`config.mk`:
```
export PLATFORM = sky130hd
export DESIGN_NAME = multicycle_control_fsm
export DESIGN_NICKNAME = d
export VERILOG_FILES = /design/src/rtl/multicycle_control_fsm.sv
export SDC_FILE = /design/constraint.sdc
export NUM_CORES = 1
export LEC_CHECK = 0
export BUFFER_PORTS_ARGS = -buffer_cell sky130_fd_sc_hd__buf_2
export CORE_MARGIN = 2
export CORE_UTILIZATION = 45
export CTS_BUF_LIST = sky130_fd_sc_hd__clkbuf_16
export DETAILED_ROUTE_END_ITERATION = 8
export PLACE_DENSITY = 0.76
export SLEW_MARGIN = 20
export SYNTH_ARGS = -nofsm -noshare
export SYNTH_HDL_FRONTEND = slang
export SYNTH_SLANG_ARGS = --single-unit
```
`constraint.sdc`:
```
create_clock -name clk -period 2.1 [get_ports clk]
set_input_delay 0.315 -clock clk [delete_from_list [all_inputs] [get_ports clk]]
set_output_delay 0.315 -clock clk [all_outputs]
set_load 0.01 [all_outputs]
```
`src/rtl/multicycle_control_fsm.sv`:
```
// Main control unit for the multi-cycle 16-bit TSC CPU.
// Each instruction is sequenced through IF/ID/EX/MEM/WB. The block stalls on the
// memory ready handshake, drives the datapath mux and enable strobes, produces
// the 4-bit ALUOp, counts retired instructions and flags HLT.
//
// Ports:
//   clk, reset           rising-edge clock; synchronous active-high reset
//   opcode, funct        IR[15:12] and IR[5:0] of the current instruction
//   mem_ready            memory finished the current read or write this cycle
//   branch_taken         datapath comparator result for the current branch
//   alu_op               ALUOp sent to the ALU control decoder
//   alu_src_a/_b         ALU operand selects
//   pc_write(_cond)      unconditional / branch-qualified PC load
//   pc_source            PC next-value select
//   i_or_d               memory address select (instruction or data)
//   mem_read/mem_write   memory requests
//   ir_write             IR latch enable
//   reg_write/reg_dst    register file write enable and destination select
//   wb_sel               register write-back data select
//   output_en            WWD output strobe
//   is_halted            HLT has been reached
//   num_inst             retired instruction count
module multicycle_control_fsm #(
    parameter int unsigned CNT_W = 16
) (
    input  logic             clk,
    input  logic             reset,
    input  logic [3:0]       opcode,
    input  logic [5:0]       funct,
    input  logic             mem_ready,
    input  logic             branch_taken,
    output logic [3:0]       alu_op,
    output logic             alu_src_a,
    output logic [1:0]       alu_src_b,
    output logic             pc_write,
    output logic             pc_write_cond,
    output logic [1:0]       pc_source,
    output logic             i_or_d,
    output logic             mem_read,
    output logic             mem_write,
    output logic             ir_write,
    output logic             reg_write,
    output logic [1:0]       reg_dst,
    output logic [1:0]       wb_sel,
    output logic             output_en,
    output logic             is_halted,
    output logic [CNT_W-1:0] num_inst
);

    localparam logic [3:0] OP_BNE   = 4'd0;
    localparam logic [3:0] OP_BEQ   = 4'd1;
    localparam logic [3:0] OP_BGZ   = 4'd2;
    localparam logic [3:0] OP_BLZ   = 4'd3;
    localparam logic [3:0] OP_ADI   = 4'd4;
    localparam logic [3:0] OP_ORI   = 4'd5;
    localparam logic [3:0] OP_LHI   = 4'd6;
    localparam logic [3:0] OP_LWD   = 4'd7;
    localparam logic [3:0] OP_SWD   = 4'd8;
    localparam logic [3:0] OP_JMP   = 4'd9;
    localparam logic [3:0] OP_JAL   = 4'd10;
    localparam logic [3:0] OP_RTYPE = 4'd15;

    localparam logic [5:0] FN_JPR = 6'd25;
    localparam logic [5:0] FN_JRL = 6'd26;
    localparam logic [5:0] FN_WWD = 6'd28;
    localparam logic [5:0] FN_HLT = 6'd29;

    localparam logic [3:0] ALUOP_ADD   = 4'd4;
    localparam logic [3:0] ALUOP_RTYPE = 4'd15;

    typedef enum logic [2:0] {
        S_IF   = 3'd0,
        S_ID   = 3'd1,
        S_EX   = 3'd2,
        S_MEM  = 3'd3,
        S_WB   = 3'd4,
        S_HALT = 3'd5
    } state_t;

    state_t             state_q, state_d;
    logic [CNT_W-1:0]   num_inst_q;
    logic               is_halted_q;

    logic is_rtype, r_alu, r_jpr, r_jrl, r_wwd, r_hlt, r_valid;
    logic retire;

    // Instruction class decode from the IR fields
    always_comb begin
        is_rtype = (opcode == OP_RTYPE);
        r_alu    = is_rtype && (funct[5:3] == 3'd0);
        r_jpr    = is_rtype && (funct == FN_JPR);
        r_jrl    = is_rtype && (funct == FN_JRL);
        r_wwd    = is_rtype && (funct == FN_WWD);
        r_hlt    = is_rtype && (funct == FN_HLT);
        r_valid  = r_alu || r_jpr || r_jrl || r_wwd || r_hlt;
    end

    // Next-state logic
    always_comb begin
        state_d = state_q;
        case (state_q)
            S_IF: begin
                if (mem_ready) state_d = S_ID;
            end
            S_ID: begin
                if (r_hlt)                     state_d = S_HALT;
                else if (is_rtype && !r_valid) state_d = S_IF;  // undefined funct retires as NOP
                else                           state_d = S_EX;
            end
            S_EX: begin
                if (is_rtype) begin
                    state_d = r_alu ? S_WB : S_IF;
                end else begin
                    case (opcode)
                        OP_ADI, OP_ORI, OP_LHI: state_d = S_WB;
                        OP_LWD, OP_SWD:         state_d = S_MEM;
                        default:                state_d = S_IF;
                    endcase
                end
            end
            S_MEM: begin
                if (mem_ready) state_d = (opcode == OP_LWD) ? S_WB : S_IF;
            end
            S_WB:    state_d = S_IF;
            S_HALT:  state_d = S_HALT;
            default: state_d = S_IF;
        endcase
    end

    // An instruction retires on any edge from a non-IF state back into IF
    assign retire = (state_q != S_IF) && (state_d == S_IF);

    // State, retired counter and halt flag
    always_ff @(posedge clk) begin
        if (reset) begin
            state_q     <= S_IF;
            num_inst_q  <= '0;
            is_halted_q <= 1'b0;
        end else begin
            state_q <= state_d;
            if (retire) num_inst_q <= num_inst_q + CNT_W'(1);
            if (state_d == S_HALT) is_halted_q <= 1'b1;
        end
    end

    // Datapath control decode from the current state and IR fields
    always_comb begin
        alu_op        = 4'd0;
        alu_src_a     = 1'b0;
        alu_src_b     = 2'b00;
        pc_write      = 1'b0;
        pc_write_cond = 1'b0;
        pc_source     = 2'b00;
        i_or_d        = 1'b0;
        mem_read      = 1'b0;
        mem_write     = 1'b0;
        ir_write      = 1'b0;
        reg_write     = 1'b0;
        reg_dst       = 2'b00;
        wb_sel        = 2'b00;
        output_en     = 1'b0;
        case (state_q)
            S_IF: begin
                mem_read = 1'b1;
                ir_write = mem_ready;
            end
            S_ID: begin
                alu_op    = ALUOP_ADD;
                alu_src_b = 2'b01;
                pc_write  = 1'b1;
            end
            S_EX: begin
                if (is_rtype) begin
                    if (r_alu || r_wwd) begin
                        alu_op    = ALUOP_RTYPE;
                        alu_src_a = 1'b1;
                    end
                    output_en = r_wwd;
                    if (r_jpr || r_jrl) begin
                        pc_write  = 1'b1;
                        pc_source = 2'b11;
                    end
                    if (r_jrl) begin
                        reg_write = 1'b1;
                        reg_dst   = 2'b10;
                        wb_sel    = 2'b10;
                    end
                end else begin
                    case (opcode)
                        OP_BNE, OP_BEQ, OP_BGZ, OP_BLZ: begin
                            alu_op        = opcode;
                            alu_src_a     = 1'b1;
                            pc_source     = 2'b01;
                            pc_write_cond = branch_taken;
                        end
                        OP_ADI, OP_ORI, OP_LHI, OP_LWD, OP_SWD: begin
                            alu_op    = opcode;
                            alu_src_a = 1'b1;
                            alu_src_b = 2'b10;
                        end
                        OP_JMP: begin
                            pc_write  = 1'b1;
                            pc_source = 2'b10;
                        end
                        OP_JAL: begin
                            pc_write  = 1'b1;
                            pc_source = 2'b10;
                            reg_write = 1'b1;
                            reg_dst   = 2'b10;
                            wb_sel    = 2'b10;
                        end
                        default: ;
                    endcase
                end
            end
            S_MEM: begin
                i_or_d    = 1'b1;
                mem_read  = (opcode == OP_LWD);
                mem_write = (opcode == OP_SWD);
            end
            S_WB: begin
                reg_write = 1'b1;
                if (is_rtype) begin
                    reg_dst = 2'b01;
                end else if (opcode == OP_LWD) begin
                    wb_sel = 2'b01;
                end
            end
            default: ;
        endcase
        // No side-effecting strobe may leave the block while reset is held
        if (reset) begin
            mem_read      = 1'b0;
            mem_write     = 1'b0;
            ir_write      = 1'b0;
            pc_write      = 1'b0;
            pc_write_cond = 1'b0;
            reg_write     = 1'b0;
            output_en     = 1'b0;
        end
    end

    assign is_halted = is_halted_q;
    assign num_inst  = num_inst_q;

endmodule

```
==> results.md, run 1 <==
* Starting Density at 47.50%
* CTS Sinks at 20
* Post-synth top flop: dfxtp_1
* Vias per cell at 5.583
* Setup ws final at -0.07657 ns
* Setup WS pre-CTS at -0.3964 ns
* Clock skew at 0.001658 ns
* Post-route DRC at 0
* Post-DP HPWL at 2.899 mm
* IO Pins at 52
* GR Util All Layers at 21.47%
* Worst reg2reg path depth at 7
* M3 GR Usage at 3.412%
* CP Launch Type: input port
* Drt total wl at 4.204 mm
* H-tree lvl count at 1
* Core Region at 3053 sq um
* First-iteration detailed-routing DRC count at 102
* Flop pwr share at 33.8%
* Yosys top cell area share at 27.61%
* Post-synth cell types at 44
* Leakage at 0.9617 nW
* Worst vdd ir at 0.0003449 V
* FFs w/ async S/R, synth at 0%
* Dpl cells at 312
* Yosys top cell by area: dfxtp_1
* Core Util, Final at 68.32%
* Initial antenna violation count at 0
* Worst-path cell chain: buf_2 > nor2b_1 > o311ai_1 > a31oi_1 > or4_4 > buf_6 > or3_1 > a21oi_2
* Final Power at 1.179 mW
* Pin count of the biggest net entering global routing at 27
* Synthesized flop and latch total at 20
* Syn nets at 218
* Relative slew slack at 65.87%
* FMAX at 459.4 MHz
* Synthesis Warnings at 0
* Failing checks: setup timing
* Final period utilization at 103.6%
* Grt total ovfl at 0
* Critical path's slowest cell: or4_4
* Psw at 0.2929 mW
* Die width at 60.77 um
* TritonCTS Buffers at 3
* Clock share of power at 44.9%
* Buffers added on ports at 51
* First-pass GRT wire length at 6.037 mm
* Arr. time, crit path at 2.36 ns
* # rows at 20
* WHS Path Cells at 2
* Worst skew pair latency at 0.26 ns
* Mapped Area at 1450 sq um
* Number of routed nets with antenna violations at 0
* ANT cells at 0
* Routing usage on met2 at 37.79%
* Outcome: finished with violations
* Cell Count, Final, Fillers Out at 319
* Root Driver: clkbuf_16
* Slew Limit Fails at 0
* Critical path type: input port to register
* Hold-fix buffer count after cts at 0
* Worst Setup End Kind: register
* GR Util met1 at 24.49%
* Sequential area share after synthesis at 27.61%
* RSZ-0062 raised after global routing: yes
* Combinational power share at 21.4%
* Cells taking the most area after synthesis: dfxtp_1, a21oi_1, nand2_1
* Area Growth Syn to Fin at 43.83%
* Hold crit path type: register to register
* # setup viols final at 9
* Hold Vio Cnt, Final at 0
* Crit path required time at 2.28 ns
* Power per cell area at 565.1 nW/um^2
* Switching share of total power at 24.85%
* GR peak layer: met2
* Fin crit period at 2.177 ns
* Gpl congestion at 0.9175
* Slew of the pin with the lowest slew margin at 0.5120 ns
* P_int at 0.8858 mW
* Die area at 3692 sq um
* Vias at 1,781
* Routed WL per cell at 13.18 um
* Die height at 60.77 um
* Max incr delay on CP at 0.58 ns
* Final nets at 291
* DRT Pass-1 Iters at 4
* CTS tree: yes
* Number of global-route vias before repair at 1,466
* Hold Slack at 0.4649 ns
* Share of cells above drive strength 1 at 37.82%
* Crit-path max FO at 8
* Worst-path clk slew at 0.06 ns
* Clk buf depth at 2
* Post-synth EDFFs at 0
* Synth Area per Inst at 7.144 sq um
* Max cap viols at 0
* Mapped Cells at 203
==> layout by cell type, fill, tap and decap left out, types with 3 or more instances in the layout <==
cell type  synthesis  final
a21oi_1           26     22
a21oi_2            0      4
and3_1             7      7
buf_2              7     51
buf_4              1     29
clkbuf_16          0      3
dfxtp_1           20     19
inv_1              8      8
nand2_1           23     23
nand2b_1           5      5
nand3_1            6      6
nor2_1            20     20
nor2b_1            4      3
nor3_1             4      4
o21ai_0            6      6
o21ai_1            7      7
o31ai_1            5      3
or3_1             11     10
or4_1              5      5
==> repair_timing <==
action                     in CTS  in global routing
cloned                          0                  1
gates resized for setup         5                 14
buffers inserted                2                  0
pin swaps                       2                  5
setup endpoints to repair      11                 20
==> routing by layer <==
layer	part of all wire, %	vias up
met5	0	-
met4	2.0	0
met3	5.0	9
met2	50	65
met1	43	828
li1	-	879
==> worst max-delay path: cells and delay by family <==
kind | cells | cell delay [ns]
compound gates | 3 | 0.69
buf+inv | 2 | 0.29
simple gates | 3 | 1.09
==> power by group through the flow <==
stage	logic (mW)	registers [mW]	clock network, mW
2_1_floorplan	0.135	0.408	0
3_3_place_gp	0.216	0.405	0
3_5_place_dp	0.221	0.405	0
4_1_cts	0.233	0.397	0.527
5_1_grt	0.275	0.399	0.546
6_report	0.252	0.398	0.529
==> cell type report <==
cell class | count | area [sq um]
clock buffers | 3 | 75.07
clock inverters | 1 | 30.03
fillers | 279 | 967.2
inverters | 8 | 30.03
multi-input cells | 161 | 998.5
flip-flops and latches | 20 | 401.6
well taps | 44 | 55.05
repair buffers | 82 | 495.5
==> worst paths after layout <==
kind,slack (ns),to,from
max reg2reg,-0.07,num_inst[4],state_q[2]
min reg2reg,0.46,is_halted,is_halted
max,-0.08,num_inst[4],funct[2]
min,0.46,is_halted,is_halted
==> registers in the layout (all words and copies together), names as in the netlist <==
| register | count |
|---|---|
| num_inst | 16 |
| is_halted | 1 |
| state_q | 3 |
==> kinds of logic after synthesis <==
family                     after synthesis  share of synthesized area [%]
and+or+nand+nor                         98                          36.41
AOI/OAI and AO/OA                       56                          23.55
buffers and inverters                   23                          8.369
DFF                                     20                          27.61
xor gates and xnor gates                 3                          1.812
muxes                                    2                          1.381
adders and majority gates                1                         0.8627
==> synthesized netlist by cell type, types with 6 or more instances <==
cell / n
nand3_1: 6
nand2_1: 23
inv_1: 8
buf_2: 7
dfxtp_1: 20
or3_1: 11
nor2_1: 20
a21oi_1: 26
and3_1: 7
o21ai_1: 7
o21ai_0: 6
==> through the flow <==
stage	TNS [ns]	cell area [sq um]
3_3_place_gp	-3.250	1897
4_1_cts	-0.3293	2027
5_1_grt	-1.049	2086
6_report	-0.4067	2086
2_1_floorplan	-0.2589	1463
3_5_place_dp	-4.610	1897
(Power assumes the default switching activity.)
==> inputs of run 2 (changes only) <==
--- a/config.mk
+++ b/config.mk
@@ -11,6 +11,7 @@
 export CTS_BUF_LIST = sky130_fd_sc_hd__clkbuf_16
 export DETAILED_ROUTE_END_ITERATION = 8
 export PLACE_DENSITY = 0.76
+export REMOVE_ABC_BUFFERS = 1
 export SLEW_MARGIN = 20
 export SYNTH_ARGS = -nofsm -noshare
 export SYNTH_HDL_FRONTEND = slang
==> run 2 against run 1 <==
The run still ends with setup timing left. First-iteration DRC count grew 31%. Register-to-register slack gained 0.05 ns. Final area grew 3.7%. Global-route usage grew 1.2 points. Largest cell class unchanged. Critical path depth is the same. Hold slack gained 0.0044 ns. Routed wire length grew 3.9%. Clock power shrank 29%. Sequential power is essentially flat.
==> results.md, run 2 (synthesized netlist as in run 1, its figures left out) <==
* Routed WL per cell at 13.44 um
* Vias per cell at 5.508
* Share of cells above drive strength 1 at 40.93%
* Root Driver: clkbuf_16
* Core Region at 3053 sq um
* Final Power at 1.057 mW
* Arr. time, crit path at 2.30 ns
* Setup WS pre-CTS at -0.3767 ns
* Hold path start: is_halted
* Die width at 60.77 um
* CP Launch Type: register
* Relative slew slack at 65.37%
* WHS Path Cells at 2
* Slew Limit Fails at 0
* Gpl congestion at 0.8679
* Post-route DRC at 0
* RR Endpoint: num_inst[5]
* TritonCTS Buffers at 3
* CTS tree: yes
* Vias at 1,790
* Fin crit period at 2.125 ns
* Max cap viols at 0
* First-iteration detailed-routing DRC count at 134
* H-tree lvl count at 1
* Crit path required time at 2.27 ns
* Worst vdd ir at 0.0003648 V
* Worst-path clk slew at 0.05 ns
* Die height at 60.77 um
* R2r setup slk at -0.02 ns
* Clock skew at 0.002795 ns
* Final nets at 298
* Area Growth Syn to Fin at 49.09%
* Largest register FFs at 16
* Crit-path max FO at 8
* Die area at 3692 sq um
* ANT cells at 0
* Worst reg2reg path depth at 8
* Critical path's slowest cell: or4_4
* Hold crit path type: register to register
* Leakage at 0.9994 nW
* Critical path type: register to register
* Buffers added on ports at 51
* Hold Vio Cnt, Final at 0
* First-pass GRT wire length at 6.368 mm
* Setup ws final at -0.02471 ns
* Grt total ovfl at 0
* Slew of the pin with the lowest slew margin at 0.5195 ns
* RSZ-0062 raised after global routing: yes
* Reg area at 402.9 sq um
* # setup viols final at 4
* Drt total wl at 4.369 mm
* IO Pins at 52
* Power per cell area at 488.7 nW/um^2
* Worst skew pair latency at 0.25 ns
* Setup_tns at -0.06317 ns
* Multi-input logic area at 1047 sq um
* DRT Pass-1 Iters at 5
* Post-DP HPWL at 2.832 mm
* CTS Sinks at 20
* Max incr delay on CP at 0.57 ns
* Commonest non-fill, non-tap cells in the layout: buf_2, buf_4, nand2_1, a21oi_1, nor2_1
* WHS Endpoint: is_halted
* Outcome: finished with violations
* Initial antenna violation count at 0
* R2r startpoint: state_q[1]
* Pin count of the biggest net entering global routing at 27
* Worst Setup End Kind: register
* Clk buf depth at 2
* Number of routed nets with antenna violations at 0
* Failing checks: setup timing
* Commonest non-fill, non-tap cell in the layout: buf_2
* Number of global-route vias before repair at 1,446
* FMAX at 470.7 MHz
* Starting Density at 47.50%
* Final period utilization at 101.2%
* FILL cells at 251
* # rows at 20
* GR Util All Layers at 22.66%
* Worst-path cell chain: buf_4 > nor3b_2 > nand2_1 > o32ai_4 > or4_4 > buf_6 > or3_1 > a21oi_1
==> run 2: final cells by class <==
class / instances / area share (%)
Tap cell: 44 / 2.546
Sequential cell: 20 / 18.63
Multi-Input combinational cell: 161 / 48.44
Clock buffer: 3 / 3.472
Timing Repair Buffer: 89 / 25.52
Inverter: 8 / 1.389
==> run 2: where the power goes <==
| group | switching (mW) | internal [mW] | total, mW |
|---|---|---|---|
| clock | 0.126 | 0.251 | 0.377 |
| combinational | 0.146 | 0.137 | 0.283 |
| sequential | 0.00827 | 0.389 | 0.397 |
| total | 0.281 | 0.776 | 1.06 |
==> run 2: through the flow <==
step | area [sq um] | utilization [%] | std cells | hold slack, ns
3_3_place_gp | 1894 | 62.05 | 313 | 0.4557
4_1_cts | 2028 | 66.43 | 319 | 0.4712
5_1_grt | 2162 | 70.82 | 325 | 0.5013
2_1_floorplan | 1359 | - | 188 | 0.3841
3_5_place_dp | 1894 | 62.05 | 313 | 0.4524
6_report | 2162 | 70.82 | 325 | 0.4693
==> run 2: metal layers <==
layer | up-vias | part of all wire [%] | global-route usage [%]
met1 | 837 | 40 | 27.12
met3 | 11 | 5.1 | 4.051
li1 | 888 | - | -
met5 | - | 0 | 0
met4 | 0 | 1.7 | 6.211
met2 | 54 | 53 | 41.32
==> run 2: how the worst max path moves through the flow <==
stage                         endpoint  cells after the start  slack [ns]        from
after detailed placement   num_inst[8]                      8       -0.38    funct[2]
after CTS                 num_inst[11]                      6       -0.06  state_q[2]
after floorplan            num_inst[6]                      6       -0.15  state_q[2]
after global routing      num_inst[11]                      7       -0.07  state_q[1]
after global placement    num_inst[12]                      8       -0.29    funct[2]
final                      num_inst[5]                      8       -0.02  state_q[1]
==> run 2: repair_timing <==
action	4_1_cts	5_1_grt
pin swaps	8	20
cloned	1	1
buffers inserted	2	5
endpoints found under the setup margin	14	19
gates resized for setup	8	21
hold buffers	0	0
hold endpoints to repair	0	0
==> run 2: critical path, delay by kind of cell (launching register included) <==
| family | cells | cell delay, ns |
|---|---|---|
| buffers and inverters | 2 | 0.31 |
| AO/OA/AOI/OAI | 2 | 0.22 |
| AND/OR/NAND/NOR | 4 | 1.19 |
| flip-flops | 1 | 0.31 |
